File: config.mk
export PLATFORM = sky130hd
export DESIGN_NAME = vga_frame_monitor
export DESIGN_NICKNAME = d
export VERILOG_FILES = /design/src/rtl/vga_mon_pkg.sv /design/src/rtl/sync_edge_det.sv /design/src/rtl/vga_frame_monitor.sv
export SDC_FILE = /design/constraint.sdc
export NUM_CORES = 1
export LEC_CHECK = 0
export CAP_MARGIN = 20
export CORE_ASPECT_RATIO = 1.2
export CORE_MARGIN = 2
export CORE_UTILIZATION = 55
export CTS_CLUSTER_SIZE = 12
export DETAILED_ROUTE_END_ITERATION = 7
export PLACE_DENSITY = 0.86
export SLEW_MARGIN = 20
export SYNTH_ARGS = -nofsm -noshare
export SYNTH_HDL_FRONTEND = slang
export SYNTH_SLANG_ARGS = --single-unit
File: constraint.sdc
create_clock -name clk -period 3.3 [get_ports clk]
set_input_delay 0.66 -clock clk [delete_from_list [all_inputs] [get_ports clk]]
set_output_delay 0.66 -clock clk [all_outputs]
set_load 0.005 [all_outputs]
File: src/rtl/vga_mon_pkg.sv
// Shared types, widths and the signature fold used by the VGA frame monitor.
package vga_mon_pkg;

    typedef enum logic [1:0] {
        IDLE,
        SYNC,
        CAPTURE,
        DONE
    } state_t;

    localparam int SIG_W = 32;
    localparam int CNT_W = 16;

    // Rotate-left by one, then fold in the zero-extended pixel.
    function automatic logic [SIG_W-1:0] sig_next(input logic [SIG_W-1:0] acc,
                                                  input logic [SIG_W-1:0] pix);
        return {acc[SIG_W-2:0], acc[SIG_W-1]} ^ pix;
    endfunction

endpackage

File: src/rtl/sync_edge_det.sv
// Registers a sync pin and flags the cycle where the registered level turns active.
module sync_edge_det #(
    parameter bit POL = 1'b0
) (
    input  logic clk,
    input  logic rst_n,
    input  logic sync_i,
    output logic start_o
);

    logic lvl_q;
    logic prev_q;

    always_ff @(posedge clk or negedge rst_n) begin
        if (!rst_n) begin
            lvl_q  <= ~POL;
            prev_q <= ~POL;
        end else begin
            lvl_q  <= sync_i;
            prev_q <= lvl_q;
        end
    end

    assign start_o = (lvl_q == POL) && (prev_q != POL);

endmodule

File: src/rtl/vga_frame_monitor.sv
// VGA frame monitor: measures line/frame periods and folds each frame into a signature.
// Define VGA_MON_STICKY_ERR_EN to make err_h/err_v sticky until reset or re-arm.
module vga_frame_monitor
    import vga_mon_pkg::*;
#(
    parameter int H_TOTAL = 1056,
    parameter int V_TOTAL = 628,
    parameter int COLOR_W = 4,
    parameter bit HS_POL  = 1'b0,
    parameter bit VS_POL  = 1'b0,
    parameter int FRAMES  = 2
) (
    input  logic               clk,
    input  logic               rst_n,
    input  logic               en,
    input  logic               hs,
    input  logic               vs,
    input  logic [COLOR_W-1:0] r,
    input  logic [COLOR_W-1:0] g,
    input  logic [COLOR_W-1:0] b,
    output logic               frame_done,
    output logic [CNT_W-1:0]   frame_cnt,
    output logic [CNT_W-1:0]   h_meas,
    output logic [CNT_W-1:0]   v_meas,
    output logic [SIG_W-1:0]   signature,
    output logic               err_h,
    output logic               err_v,
    output logic               done
);

    if (3 * COLOR_W > SIG_W) begin : g_width_check
        $error("vga_frame_monitor: 3*COLOR_W must not exceed %0d", SIG_W);
    end

`ifdef VGA_MON_STICKY_ERR_EN
    localparam bit STICKY = 1'b1;
`else
    localparam bit STICKY = 1'b0;
`endif

    localparam logic [CNT_W-1:0] H_EXP    = CNT_W'(H_TOTAL);
    localparam logic [CNT_W-1:0] V_EXP    = CNT_W'(V_TOTAL);
    localparam logic [CNT_W-1:0] FRAMES_C = CNT_W'(FRAMES);
    localparam logic [CNT_W-1:0] CNT_MAX  = '1;

    state_t           state_q, state_d;
    logic [CNT_W-1:0] hcnt_q, hcnt_d;
    logic [CNT_W-1:0] vcnt_q, vcnt_d;
    logic [CNT_W-1:0] h_meas_q, h_meas_d;
    logic [CNT_W-1:0] v_meas_q, v_meas_d;
    logic [CNT_W-1:0] frame_cnt_q, frame_cnt_d;
    logic [SIG_W-1:0] acc_q, acc_d;
    logic [SIG_W-1:0] sig_q, sig_d;
    logic             err_h_q, err_h_d;
    logic             err_v_q, err_v_d;
    logic             frame_done_q, frame_done_d;
    logic             done_q, done_d;

    logic             hs_start;
    logic             vs_start;
    logic [SIG_W-1:0] pix;
    logic [CNT_W-1:0] hcnt_inc;
    logic [CNT_W-1:0] vcnt_inc;
    logic [CNT_W-1:0] frame_cnt_inc;

    sync_edge_det #(.POL(HS_POL)) u_hs_det (
        .clk    (clk),
        .rst_n  (rst_n),
        .sync_i (hs),
        .start_o(hs_start)
    );

    sync_edge_det #(.POL(VS_POL)) u_vs_det (
        .clk    (clk),
        .rst_n  (rst_n),
        .sync_i (vs),
        .start_o(vs_start)
    );

    assign pix           = SIG_W'({r, g, b});
    assign hcnt_inc      = (hcnt_q == CNT_MAX) ? CNT_MAX : hcnt_q + CNT_W'(1);
    assign frame_cnt_inc = (frame_cnt_q == CNT_MAX) ? CNT_MAX : frame_cnt_q + CNT_W'(1);
    // The line count includes the line closed by an hs start in this same cycle.
    assign vcnt_inc      = (!hs_start || vcnt_q == CNT_MAX) ? vcnt_q : vcnt_q + CNT_W'(1);

    always_comb begin
        state_d      = state_q;
        hcnt_d       = hcnt_q;
        vcnt_d       = vcnt_q;
        h_meas_d     = h_meas_q;
        v_meas_d     = v_meas_q;
        frame_cnt_d  = frame_cnt_q;
        acc_d        = acc_q;
        sig_d        = sig_q;
        err_h_d      = err_h_q;
        err_v_d      = err_v_q;
        frame_done_d = 1'b0;

        unique case (state_q)
            IDLE: begin
                if (en) begin
                    state_d     = SYNC;
                    frame_cnt_d = '0;
                    if (STICKY) begin
                        err_h_d = 1'b0;
                        err_v_d = 1'b0;
                    end
                end
            end
            SYNC: begin
                if (!en) begin
                    state_d = IDLE;
                end else if (vs_start) begin
                    state_d = CAPTURE;
                    hcnt_d  = '0;
                    vcnt_d  = '0;
                    acc_d   = pix;
                end
            end
            CAPTURE: begin
                if (!en) begin
                    state_d = IDLE;
                end else begin
                    hcnt_d = hcnt_inc;
                    vcnt_d = vcnt_inc;
                    acc_d  = sig_next(acc_q, pix);
                    // A line running past its expected end flags err_h before hs arrives.
                    if (hs_start) begin
                        hcnt_d   = '0;
                        h_meas_d = hcnt_inc;
                        err_h_d  = (STICKY && err_h_q) || (hcnt_inc != H_EXP);
                    end else if (hcnt_q >= H_EXP) begin
                        err_h_d = 1'b1;
                    end
                    if (vs_start) begin
                        frame_done_d = 1'b1;
                        frame_cnt_d  = frame_cnt_inc;
                        v_meas_d     = vcnt_inc;
                        err_v_d      = (STICKY && err_v_q) || (vcnt_inc != V_EXP);
                        sig_d        = acc_q;
                        acc_d        = pix;
                        vcnt_d       = '0;
                        if (FRAMES != 0 && frame_cnt_inc == FRAMES_C) begin
                            state_d = DONE;
                        end
                    end else if (hs_start && vcnt_inc > V_EXP) begin
                        err_v_d = 1'b1;
                    end
                end
            end
            DONE: begin
                if (!en) begin
                    state_d = IDLE;
                end
            end
            default: state_d = IDLE;
        endcase

        done_d = (state_d == DONE);
    end

    always_ff @(posedge clk or negedge rst_n) begin
        if (!rst_n) begin
            state_q      <= IDLE;
            hcnt_q       <= '0;
            vcnt_q       <= '0;
            h_meas_q     <= '0;
            v_meas_q     <= '0;
            frame_cnt_q  <= '0;
            acc_q        <= '0;
            sig_q        <= '0;
            err_h_q      <= 1'b0;
            err_v_q      <= 1'b0;
            frame_done_q <= 1'b0;
            done_q       <= 1'b0;
        end else begin
            state_q      <= state_d;
            hcnt_q       <= hcnt_d;
            vcnt_q       <= vcnt_d;
            h_meas_q     <= h_meas_d;
            v_meas_q     <= v_meas_d;
            frame_cnt_q  <= frame_cnt_d;
            acc_q        <= acc_d;
            sig_q        <= sig_d;
            err_h_q      <= err_h_d;
            err_v_q      <= err_v_d;
            frame_done_q <= frame_done_d;
            done_q       <= done_d;
        end
    end

    assign frame_done = frame_done_q;
    assign frame_cnt  = frame_cnt_q;
    assign h_meas     = h_meas_q;
    assign v_meas     = v_meas_q;
    assign signature  = sig_q;
    assign err_h      = err_h_q;
    assign err_v      = err_v_q;
    assign done       = done_q;

endmodule

-- Word-level counts from Yosys, hierarchy flattened
Cells that the tools add are included.
- register bits after elaboration: 154
- input bits: 17
- logic and storage cells: 90
- output and inout bits: 84
- magnitude comparators: 2
- bitwise gates (word level): 3
- reductions and logical operators: 16
- muxes and demuxes: 35
- $add $sub $neg: 3
- equal/unequal tests: 15
- operator list (operator ; number):
    16-bit 2-to-1 mux ; 12
    32-bit 2-to-1 mux ; 4
    16-bit one-hot mux with 2 select lines ; 3
    32-bit one-hot mux with 2 select lines ; 1
    16-bit by 1-bit adder with 16-bit output (second input constant) ; 3
    16-bit == test (second input constant) ; 3
    32-bit by 12-bit bitwise XOR with 32-bit output ; 1
    16-bit by 2-bit == test with 1-bit output (second input constant) ; 1
    16-bit by 11-bit greater-or-equal comparator with 1-bit output (second input constant) ; 1
    16-bit by 10-bit greater-than comparator with 1-bit output (second input constant) ; 1
    16-bit by 10-bit inequality test with 1-bit output (second input constant) ; 1
    16-bit by 11-bit inequality test with 1-bit output (second input constant) ; 1
    2-bit 2-to-1 mux ; 7
    3-bit AND reduction ; 4
    2-bit one-hot mux with 4 select lines ; 1
    4-bit AND reduction ; 2
    2-bit nonzero test ; 4
    1-bit 2-to-1 mux ; 7
    2-bit == test (second input constant) ; 3
    2-bit inequality test (second input constant) ; 3
    2-bit by 1-bit inequality test with 1-bit output (second input constant) ; 2
    1-bit logical AND ; 3
    2-bit by 1-bit == test with 1-bit output (second input constant) ; 1
    2-bit zero test ; 1
    other kinds (3) ; 4

-- Longest topological paths before layout
Gate-level depths: netlist of run 1.
- word-level depth: 9
- depth in mapped cells: 10
- gate-level depth less buffers: 8

-- Modules after synthesis
From an unflattened synthesis of run 1, not the netlist that was laid out.
- cells, all modules: 863
- area, all modules: 7563.5 um^2
- by module, submodules not included (module ; area each (um^2) ; cells an instance ; times used ; sequential area each (um^2)):
    vga_frame_monitor ; 7430.9 ; 857 ; 1 ; 3753.6
    sync_edge_det ; 66.3 ; 3 ; 2 ; 52.6

-- Least setup slack after synthesis of run 1
Ideal clock, no wire load.
- path kind: reg-to-reg
- from: register hcnt_q[0]
- to: register err_h_q, in the netlist err_h
- cell stages (with the launch flop): 11
- period minus slack after synthesis: 2.178 ns
- path buffers: 2
- setup time: 0.136 ns
- path slack: 1.122 ns
- required time: 3.164 ns
- arrival time: 2.043 ns
- path through: dfrtp_1 -> ha_1 -> and3_1 -> and3_1 -> buf_2 -> and3_1 -> and3_1 -> clkbuf_1 -> nor2_1 -> nor3_1 -> a31oi_1
- cells in the longest elaborated chain, start to end: 4
- elaborated cells between the ends (all ways): 8
- classes of those cells: add/sub (1); order compare (1); eq/ne (2); mux (2); reduce/logical (2)
- ends and longest elaborated chain (item ; RTL line ; RTL):
    start: declaration ; vga_frame_monitor.sv:47 ; logic [CNT_W-1:0] hcnt_q, hcnt_d;
    start signal: assignment ; vga_frame_monitor.sv:178 ; hcnt_q <= hcnt_d;
    16-bit by 1-bit adder with 16-bit output or 16-bit == test (tied branches) ; vga_frame_monitor.sv:81 ; assign hcnt_inc = (hcnt_q == CNT_MAX) ? CNT_MAX : hcnt_q + CNT_W'(1);
    16-bit 2-to-1 mux ; vga_frame_monitor.sv:81 ;
    16-bit by 11-bit inequality test with 1-bit output ; vga_frame_monitor.sv:131 ; err_h_d = (STICKY && err_h_q) || (hcnt_inc != H_EXP);
    1-bit 2-to-1 mux ; vga_frame_monitor.sv:128 ; if (hs_start) begin
    end signal: assignment ; vga_frame_monitor.sv:185 ; err_h_q <= err_h_d;
    end: declaration ; vga_frame_monitor.sv:54 ; logic err_h_q, err_h_d;
Several ways; a longest one is shown, not always the timed one.
A chain may end at the register's enable or synchronous reset.

-- Final worst setup path of run 1
- from: register vcnt_q[0]
- to: register err_v_q, in the netlist err_v
- cells in the longest elaborated chain, start to end: 7
- elaborated cells between the ends (all ways): 10
- classes of those cells: add/sub (1); order compare (1); eq/ne (2); mux (2); reduce/logical (4)
- ends and longest elaborated chain (item ; RTL line ; RTL):
    start: declaration ; vga_frame_monitor.sv:48 ; logic [CNT_W-1:0] vcnt_q, vcnt_d;
    start signal: assignment ; vga_frame_monitor.sv:179 ; vcnt_q <= vcnt_d;
    parallel branches: the longest is 2 deep, another holds 16-bit by 1-bit adder with 16-bit output ; -- ;
    16-bit 2-to-1 mux * ; vga_frame_monitor.sv:84 ; assign vcnt_inc = (!hs_start || vcnt_q == CNT_MAX) ? vcnt_q : vcnt_q + CNT_W'(1);
    16-bit by 10-bit greater-than comparator with 1-bit output ; vga_frame_monitor.sv:146 ; end else if (hs_start && vcnt_inc > V_EXP) begin
    1-bit logical AND ; vga_frame_monitor.sv:146 ;
    2-bit nonzero test (no line) ; -- ;
    3-bit AND reduction (no line) ; -- ;
    end signal: assignment ; vga_frame_monitor.sv:186 ; err_v_q <= err_v_d;
    end: declaration ; vga_frame_monitor.sv:55 ; logic err_v_q, err_v_d;
Every way passes the cells marked *.

==> results.sh, run 1 <==
export IMPL_status="complete, no violations"
export IMPL_synth_most_common_cell="nand2_1"
export IMPL_worstSetupStartpointType="register"
export IMPL_die_w_microns=110
export IMPL_nNetsFinal=907
export IMPL_ys_seq_area_share_pct=52.1
export IMPL_crit_cells=8
export IMPL_initial_core_util_pct=56.2
export IMPL_skew_ps=11.6
export IMPL_finalMaxSlewViolations=0
export IMPL_vias_per_cell=5.85
export IMPL_total_power_mw=4.46
export IMPL_grt_usage_pct=25.5
export IMPL_ys_flop_type="dfrtp_1"
export IMPL_hold_viol_final=0
export IMPL_design_area_sq_um=9100
export IMPL_syn2layout_area_growth_pct=22.9
export IMPL_crit_family="simple AND/OR/NAND/NOR gates"
export IMPL_h_tree_depth=4
export IMPL_yosysWarnings=0
export IMPL_clk_path_buf_depth=2
export IMPL_ant_nets=0
export IMPL_synth_xor_area_share_pct=4.26
export IMPL_num_antenna_cells=0
export IMPL_die_y_microns=131
export IMPL_drv_cap=0
export IMPL_wl_per_cell_microns=16.6
export IMPL_synth_fa_ha_area_share_pct=0.675
export IMPL_powerDensity_nw_per_um2=490
export IMPL_grt_pass1_wl_mm=29.3
export IMPL_cts_buffers=17
export IMPL_cp_num_buf_inv=0
export IMPL_dp_cells=1035
export IMPL_drt_pass1_iter_count=5
export IMPL_max_vdd_ir_drop_mv=0.296
export IMPL_grt_pass1_vias=5906
export IMPL_rsz0062_at_grt="false"
export IMPL_fin_ws_ps=667
export IMPL_finalNonFillerCells=1067
export IMPL_ctsResizeCount=0
export IMPL_hpwlAfterDp_mm=11.6
export IMPL_required_ps=3580
export IMPL_clockRootBuffer="clkbuf_16"
export IMPL_r2r_slack_ps=670
export IMPL_yosys_area_share_simple_pct=22.4
export IMPL_grt_max_degree=72
export IMPL_ys_top_cells_by_area="dfrtp_1 51%, nand2_1 11%, o21ai_0 5.1%, a22o_1 4.6%, xor2_1 2.6%"
export IMPL_cts_tree="built"
export IMPL_antenna_found_initial=0
export IMPL_vias=6237
export IMPL_netlist_instances=802
export IMPL_clkSinkCount=154
export IMPL_syn_nets=823
export IMPL_cp_slowest_cell="dfrtp_1"
export IMPL_tns_ps=0
export IMPL_drt_total_wl_mm=17.7
export IMPL_io_pins=101
export IMPL_cts_setup_buffers=0
export IMPL_yosysUniqueCellTypes=60
export IMPL_dp_worst_setup_slack_ps=661
export IMPL_crit_chain="ha_1 -> nand3b_1 -> nor3_1 -> o21ai_0 -> nor2_1 -> xor2_1 -> nor4_1 -> a31oi_1"
export IMPL_synth_mux_area_share_pct=0.844
export IMPL_setup_viol=0
export IMPL_min_period_ps=2630
export IMPL_drive_above_1_share_pct=7.79
export IMPL_avgSynthCellArea_sq_um=9.24
export IMPL_die_area_sq_um=14400
export IMPL_ys_seq_elements=154
export IMPL_synth_top_cells_by_count="212 x nand2_1, 150 x dfrtp_1, 75 x o21ai_0"
export IMPL_worstPathMaxFanout=9
export IMPL_postLayoutCoreUtil_pct=69.1
export IMPL_whs_ps=215
export IMPL_yosys_area_top_type="dfrtp_1"
export IMPL_gp_congestion=0.966
export IMPL_portBuffers=100
export IMPL_cpPeakStageDelay_ps=490
export IMPL_synthArstFlopShare_pct=100
export IMPL_rows=46
export IMPL_clkTransAtPathRegs_ps=60
export IMPL_fin_crit_sh_pct=79.8
export IMPL_hp_class="input pin to asynchronous set/reset pin"
export IMPL_synth_top_family_by_area="simple AND/OR/NAND/NOR gates"
export IMPL_crit_type="register to register"
export IMPL_endpoint_kind="register"
export IMPL_cts_hold_buffers=0
export IMPL_synth_compound_area_share_pct=15.9
export IMPL_clk_latency_ps=430
export IMPL_drc=0
export IMPL_drtIter0Drc=463
export IMPL_synth_top_area_share_pct=50.7
export IMPL_slew_headroom_pct=43.1
export IMPL_gr_total_overflow=0
export IMPL_worst_slew_pin_slew_ps=851
export IMPL_synth_edf_count=0
export IMPL_dpl_instance_area_sq_um=8510
export IMPL_ff2ff_path_depth=8
export IMPL_p_leak_nw=4.10
export IMPL_fmax_mhz=380
export IMPL_cp_arrival_ps=2910
export IMPL_synth_area_sq_um=7410
export IMPL_core_sq_um=13200
## layout make-up
cell class / instances / area (sq um)
multi-input combinational: 588 / 3280
fill: 973 / 4080
clock buffer: 17 / 425
inverter: 15 / 56.3
timing repair buffer: 110 / 1100
tap: 168 / 210
clock inverter: 15 / 168
sequential: 154 / 3860
## report_power, final
part	switching, mW	internal [mW]	total (mW)	leakage (nW)
combinational	0.182	0.213	0.395	1.71
sequential	0.0886	2.01	2.10	2.09
clock	0.885	1.08	1.97	0.294
## registers in the layout, summed over array words and instances, names as in the netlist
| name | flops |
|---|---|
| u_hs_det.lvl_q | 1 |
| v_meas | 16 |
| frame_done | 1 |
| err_h | 1 |
| u_vs_det.lvl_q | 1 |
| hcnt_q | 16 |
| done | 1 |
| vcnt_q | 16 |
| frame_cnt | 16 |
| state_q | 2 |
| err_v | 1 |
| u_hs_det.prev_q | 1 |
| signature | 32 |
| acc_q | 32 |
| u_vs_det.prev_q | 1 |
| h_meas | 16 |
## placed cells by master (no fill, tap or decap), types with 6 or more instances in the layout
master	synthesis	routed
inv_1	14	14
a21oi_1	22	22
xor2_1	22	22
and2_1	7	7
nand4_1	12	12
dfrtp_1	150	150
buf_4	2	8
inv_6	0	9
clkdlybuf4s50_1	0	99
and4_1	6	6
nand3_1	17	17
a22o_1	39	39
nor2_1	45	43
a31oi_1	19	19
nor4_1	6	6
nand2_1	212	211
xnor2_1	14	14
and3_1	9	9
clkbuf_16	0	17
nor3_1	17	17
o21ai_0	75	74
## cells by family after synthesis
family,count (synthesis)
adders and majority gates,4
xor gates and xnor gates,36
AOI/OAI and AO/OA,183
and+or+nand+nor,359
buffers and inverters,60
DFF,154
muxes,6
## worst register-to-register path, cell delays in order (launching register included)
cell and delay (ps):
dfrtp_1 490, ha_1 290, nand3b_1 220, nor3_1 340, o21ai_0 260, nor2_1 220, xor2_1 140, nor4_1 370
a31oi_1 160
## per-layer routing
layer  global-route usage, %  vias to the layer above  part of all wire (%)  wire length (microns)
li1                        -                     2961                     -                      -
met1                    35.1                     3022                    43                   7610
met3                    5.36                       27                   6.0                   1060
met5                       0                        -                     0                      0
met4                    8.93                        0                   1.6                    280
met2                    40.0                      227                    49                   8730
## worst paths after layout
| check | start | to |
|---|---|---|
| max in group asynchronous | rst_n | u_vs_det.lvl_q$_DFF_PN1_ |
| max | vcnt_q[0]$_DFFE_PN0P_ | err_v$_DFFE_PN0P_ |
| min | rst_n | frame_cnt[4]$_DFFE_PN0P_ |
| min reg2reg | u_vs_det.lvl_q$_DFF_PN1_ | u_vs_det.prev_q$_DFF_PN1_ |
| max reg2reg | vcnt_q[0]$_DFFE_PN0P_ | err_v$_DFFE_PN0P_ |
| min in group clk | u_vs_det.lvl_q$_DFF_PN1_ | u_vs_det.prev_q$_DFF_PN1_ |
Power figures use the tool's default switching activity.
==> run 2, diff against run 1 <==
clock period = 2.6 ns   (was 3.3 ns; I/O delays follow)
==> results.sh, run 2 (synthesized netlist as in run 1, its figures left out) <==
export IMPL_syn2layout_area_growth_pct=23.8
export IMPL_design_area_sq_um=9180
export IMPL_io_pins=101
export IMPL_mostFrequentLayoutCell="nand2_1"
export IMPL_cts_setup_buffers=0
export IMPL_clkTransAtPathRegs_ps=60
export IMPL_cpPeakStageDelay_ps=440
export IMPL_slew_headroom_pct=39.0
export IMPL_hpwlAfterDp_mm=11.5
export IMPL_portBuffers=100
export IMPL_endpoint_kind="register"
export IMPL_initial_core_util_pct=56.2
export IMPL_clk_latency_ps=430
export IMPL_max_vdd_ir_drop_mv=0.414
export IMPL_powerDensity_nw_per_um2=605
export IMPL_die_area_sq_um=14400
export IMPL_cts_tree="built"
export IMPL_fin_ws_ps=225
export IMPL_cts_buffers=17
export IMPL_power_frac_clock_pct=42.8
export IMPL_dp_worst_setup_slack_ps=244
export IMPL_cp_arrival_ps=2660
export IMPL_ff2ff_path_depth=8
export IMPL_drt_pass1_iter_count=6
export IMPL_hp_class="input pin to asynchronous set/reset pin"
export IMPL_grt_max_degree=59
export IMPL_worstSetupStartpointType="register"
export IMPL_rows=46
export IMPL_hold_viol_final=0
export IMPL_die_w_microns=110
export IMPL_ctsResizeCount=0
export IMPL_cp_num_buf_inv=0
export IMPL_clk_path_buf_depth=2
export IMPL_comb_power_share_pct=9.2
export IMPL_p_leak_nw=4.14
export IMPL_h_tree_depth=4
export IMPL_nNetsFinal=915
export IMPL_worstPathMaxFanout=7
export IMPL_status="complete, no violations"
export IMPL_min_period_ps=2380
export IMPL_gp_congestion=0.936
export IMPL_seq_power_share_pct=48.0
export IMPL_wl_per_cell_microns=16.2
export IMPL_worstReg2RegStart="vcnt_q[1]$_DFFE_PN0P_"
export IMPL_vias=6247
export IMPL_tns_ps=0
export IMPL_finalMaxSlewViolations=0
export IMPL_die_y_microns=131
export IMPL_ant_nets=0
export IMPL_gr_total_overflow=0
export IMPL_drt_total_wl_mm=17.4
export IMPL_drv_cap=0
export IMPL_fmax_mhz=421
export IMPL_reg2reg_to="err_v$_DFFE_PN0P_"
export IMPL_grt_pass1_vias=6014
export IMPL_required_ps=2890
export IMPL_power_switching_mw=1.38
export IMPL_skew_ps=9.41
export IMPL_num_antenna_cells=0
export IMPL_drive_above_1_share_pct=8.49
export IMPL_dpl_instance_area_sq_um=8610
export IMPL_clkSinkCount=154
export IMPL_clockRootBuffer="clkbuf_16"
export IMPL_r2r_slack_ps=220
export IMPL_whs_ps=66.5
export IMPL_drc=0
export IMPL_core_sq_um=13200
export IMPL_swShare_pct=24.9
export IMPL_cp_slowest_cell="dfrtp_1"
export IMPL_finalNonFillerCells=1075
export IMPL_drtIter0Drc=357
export IMPL_rsz0062_at_grt="false"
export IMPL_crit_family="simple AND/OR/NAND/NOR gates"
export IMPL_grt_usage_pct=25.5
export IMPL_intPower_mw=4.17
export IMPL_grt_pass1_wl_mm=29.1
export IMPL_setup_viol=0
export IMPL_worst_slew_pin_slew_ps=912
export IMPL_cts_hold_buffers=0
export IMPL_vias_per_cell=5.81
export IMPL_fin_crit_sh_pct=91.4
export IMPL_crit_chain="ha_1 -> nand3b_1 -> nor3_1 -> o21ai_0 -> nor2_1 -> xor2_1 -> nor4_1 -> a31oi_1"
export IMPL_crit_type="register to register"
export IMPL_antenna_found_initial=0
export IMPL_dp_cells=1043
export IMPL_final_cell_mix="211 x nand2_1, 150 x dfrtp_1, 99 x clkdlybuf4s50_1, 74 x o21ai_0, 43 x nor2_1"
run 2: changes by cell type in the layout (fill, tap and decap cells not counted), sizes merged:
cell / change
buf: +8
clkbuf: +1
clkinvlp: +1
clkinv: +5
inv: -7
run 2: power by group through the flow:
| stage | Sequential [mW] | Combinational [mW] | Clock [mW] |
|---|---|---|---|
| 2_1_floorplan | 2.69 | 0.193 | 0 |
| 3_3_place_gp | 2.70 | 0.502 | 0 |
| 3_5_place_dp | 2.70 | 0.517 | 0 |
| 4_1_cts | 2.66 | 0.523 | 2.40 |
| 5_1_grt | 2.68 | 0.574 | 2.50 |
| 6_report | 2.66 | 0.513 | 2.37 |
run 2: worst register-to-register path, stage by stage (launching register included):
cell and delay (ps):
dfrtp_1 440, ha_1 280, nand3b_1 240, nor3_1 260, o21ai_0 220, nor2_1 180, xor2_1 120, nor4_1 360
a31oi_1 140
run 2: cell type report:
type / instances / area [sq um]
Clock buffer: 18 / 429
Clock inverter: 14 / 138
Fill cell: 1019 / 4000
Inverter: 15 / 56.3
Multi-Input combinational cell: 588 / 3280
Sequential cell: 154 / 3860
Tap cell: 168 / 210
Timing Repair Buffer: 118 / 1200
run 2: worst max path at each step:
stage                          start                 to  slack, ps  cells past startpoint
6_report       vcnt_q[1]$_DFFE_PN0P_  err_v$_DFFE_PN0P_        220                      8
4_1_cts        vcnt_q[1]$_DFFE_PN0P_  err_v$_DFFE_PN0P_        230                      8
5_1_grt        vcnt_q[1]$_DFFE_PN0P_  err_v$_DFFE_PN0P_         20                      8
2_1_floorplan  hcnt_q[0]$_DFFE_PN0P_  err_h$_DFFE_PN0P_        420                     10
3_3_place_gp   vcnt_q[8]$_DFFE_PN0P_  err_v$_DFFE_PN0P_        280                      7
3_5_place_dp   vcnt_q[1]$_DFFE_PN0P_  err_v$_DFFE_PN0P_        240                      8
run 2: per-layer routing:
metal,GRT usage [%],vias up,part of all wire [%]
met2,40.4,209,49
met4,11.7,0,2.3
met5,0,-,0
li1,-,2973,-
met1,33.1,3030,42
met3,5.70,35,6.0
run 2: through the flow:
stage,power [mW],util (%)
final,5.55,69.6
after global routing,5.75,69.6
after CTS,5.59,69.6
after detailed placement,3.22,65.3
after global placement,3.20,65.3
after floorplan,2.88,-
==> run 3, diff against run 2 <==
REMOVE_ABC_BUFFERS = 1   (was default)
==> results.sh, run 3 (synthesized netlist as in run 1, its figures left out) <==
export IMPL_cp_slowest_cell="or4_4"
export IMPL_total_power_mw=5.63
export IMPL_worst_slew_pin_slew_ps=905
export IMPL_dp_cells=1051
export IMPL_die_y_microns=131
export IMPL_drtIter0Drc=510
export IMPL_fin_ws_ps=273
export IMPL_portBuffers=100
export IMPL_swShare_pct=24.1
export IMPL_hp_class="input pin to asynchronous set/reset pin"
export IMPL_clkSinkCount=154
export IMPL_powerDensity_nw_per_um2=611
export IMPL_syn2layout_area_growth_pct=24.4
export IMPL_ant_nets=0
export IMPL_crit_chain="ha_1 -> nand3b_1 -> nor3_1 -> nor3_2 -> or4_4 -> o221ai_2 -> o21ai_1 -> a31oi_1"
export IMPL_die_area_sq_um=14400
export IMPL_clockRootBuffer="clkbuf_16"
export IMPL_fmax_mhz=430
export IMPL_postLayoutCoreUtil_pct=69.9
export IMPL_h_tree_depth=4
export IMPL_min_period_ps=2330
export IMPL_die_w_microns=110
export IMPL_antenna_found_initial=0
export IMPL_grt_pass1_wl_mm=30.0
export IMPL_whs_ps=118
export IMPL_gr_total_overflow=0
export IMPL_vias=6392
export IMPL_finalNonFillerCells=1082
export IMPL_wl_per_cell_microns=16.5
export IMPL_fin_crit_sh_pct=89.5
export IMPL_finalMaxSlewViolations=0
export IMPL_vias_per_cell=5.91
export IMPL_grt_max_degree=78
export IMPL_cts_buffers=17
export IMPL_final_cell_mix="211 x nand2_1, 149 x dfrtp_1, 99 x clkdlybuf4s50_1, 74 x o21ai_0, 43 x nor2_1"
export IMPL_grt_usage_pct=26.1
export IMPL_io_pins=101
export IMPL_cp_arrival_ps=2660
export IMPL_p_leak_nw=4.17
export IMPL_drive_above_1_share_pct=9.52
export IMPL_dp_worst_setup_slack_ps=231
export IMPL_hpwlAfterDp_mm=11.9
export IMPL_core_sq_um=13200
export IMPL_cts_setup_buffers=0
export IMPL_rsz0062_at_grt="false"
export IMPL_comb_power_share_pct=9.3
export IMPL_clk_latency_ps=420
export IMPL_crit_family="simple AND/OR/NAND/NOR gates"
export IMPL_clk_path_buf_depth=2
export IMPL_power_frac_clock_pct=43.4
export IMPL_cp_num_buf_inv=0
export IMPL_skew_ps=15.1
export IMPL_gp_congestion=0.930
export IMPL_power_switching_mw=1.36
export IMPL_cpPeakStageDelay_ps=570
export IMPL_num_antenna_cells=0
export IMPL_drv_cap=0
export IMPL_n_fill_cell=969
export IMPL_cts_tree="built"
export IMPL_drc=0
export IMPL_rows=46
export IMPL_slew_headroom_pct=39.5
export IMPL_endpoint_kind="register"
export IMPL_grt_pass1_vias=6159
export IMPL_drt_pass1_iter_count=5
export IMPL_required_ps=2940
export IMPL_initial_core_util_pct=56.2
export IMPL_worstPathMaxFanout=7
export IMPL_max_vdd_ir_drop_mv=0.452
export IMPL_hold_viol_final=0
export IMPL_drt_total_wl_mm=17.8
export IMPL_intPower_mw=4.28
export IMPL_status="complete, no violations"
export IMPL_crit_type="register to register"
export IMPL_nNetsFinal=923
export IMPL_seq_power_share_pct=47.3
export IMPL_worstSetupStartpointType="register"
export IMPL_setup_viol=0
export IMPL_mostFrequentLayoutCell="nand2_1"
export IMPL_clkTransAtPathRegs_ps=60
## run 3: changes by cell type in the layout (fill, tap and decap cells not counted)
cell,delta
nor3_1,-1
inv_8,-1
dfrtp_2,+1
clkbuf_1,-1
bufinv_16,+1
nor3_2,+1
buf_12,-3
dfrtp_1,-1
clkinv_4,-3
buf_4,+11
clkbuf_8,+1
clkinv_2,+2
## run 3: worst paths after layout
check,slack (ps),to,cells past startpoint,startpoint
worst max-delay path,270,err_v$_DFFE_PN0P_,8,vcnt_q[1]$_DFFE_PN0P_
worst min-delay path,120,signature[21]$_DFFE_PN0P_,1,rst_n
worst max register to register,270,err_v$_DFFE_PN0P_,8,vcnt_q[1]$_DFFE_PN0P_
worst min register to register,390,u_vs_det.prev_q$_DFF_PN1_,0,u_vs_det.lvl_q$_DFF_PN1_
max in group asynchronous,1770,acc_q[10]$_DFFE_PN0P_,2,rst_n
min in group clk,390,u_vs_det.prev_q$_DFF_PN1_,0,u_vs_det.lvl_q$_DFF_PN1_
## run 3: final cells by class
cell class	count	area [sq um]	area share, %
flip-flops and latches	154	3860	41.9
multi-input cells	588	3290	35.7
clock buffers	18	439	4.76
inverters	15	56.3	0.611
repair buffers	126	1220	13.3
clock inverters	13	140	1.52
well taps	168	210	2.28
## run 3: metal layers
metal	GRT usage [%]	vias to the layer above	routed length (microns)
li1	-	2986	-
met1	35.2	3142	7480
met2	41.4	228	9030
met3	4.51	36	897
met4	10.9	0	413
met5	0	-	0
## run 3: metrics by stage
step | area [sq um] | TNS (ps)
global route | 9220 | 0
CTS | 9210 | 0
detailed placement | 8630 | 0
global placement | 8630 | 0
floorplan | 7180 | -154060
finish | 9220 | 0
## run 3: power by group through the flow
stage | registers, mW | clock network [mW] | logic, mW
global route | 2.68 | 2.58 | 0.585
CTS | 2.66 | 2.47 | 0.533
floorplan | 2.69 | 0 | 0.185
global placement | 2.70 | 0 | 0.512
detailed placement | 2.70 | 0 | 0.528
finish | 2.66 | 2.45 | 0.525
## run 3: repair_timing
item,in CTS,in global routing
endpoints found under the setup margin,0,1
resized for setup,0,2
hold buffers,0,0
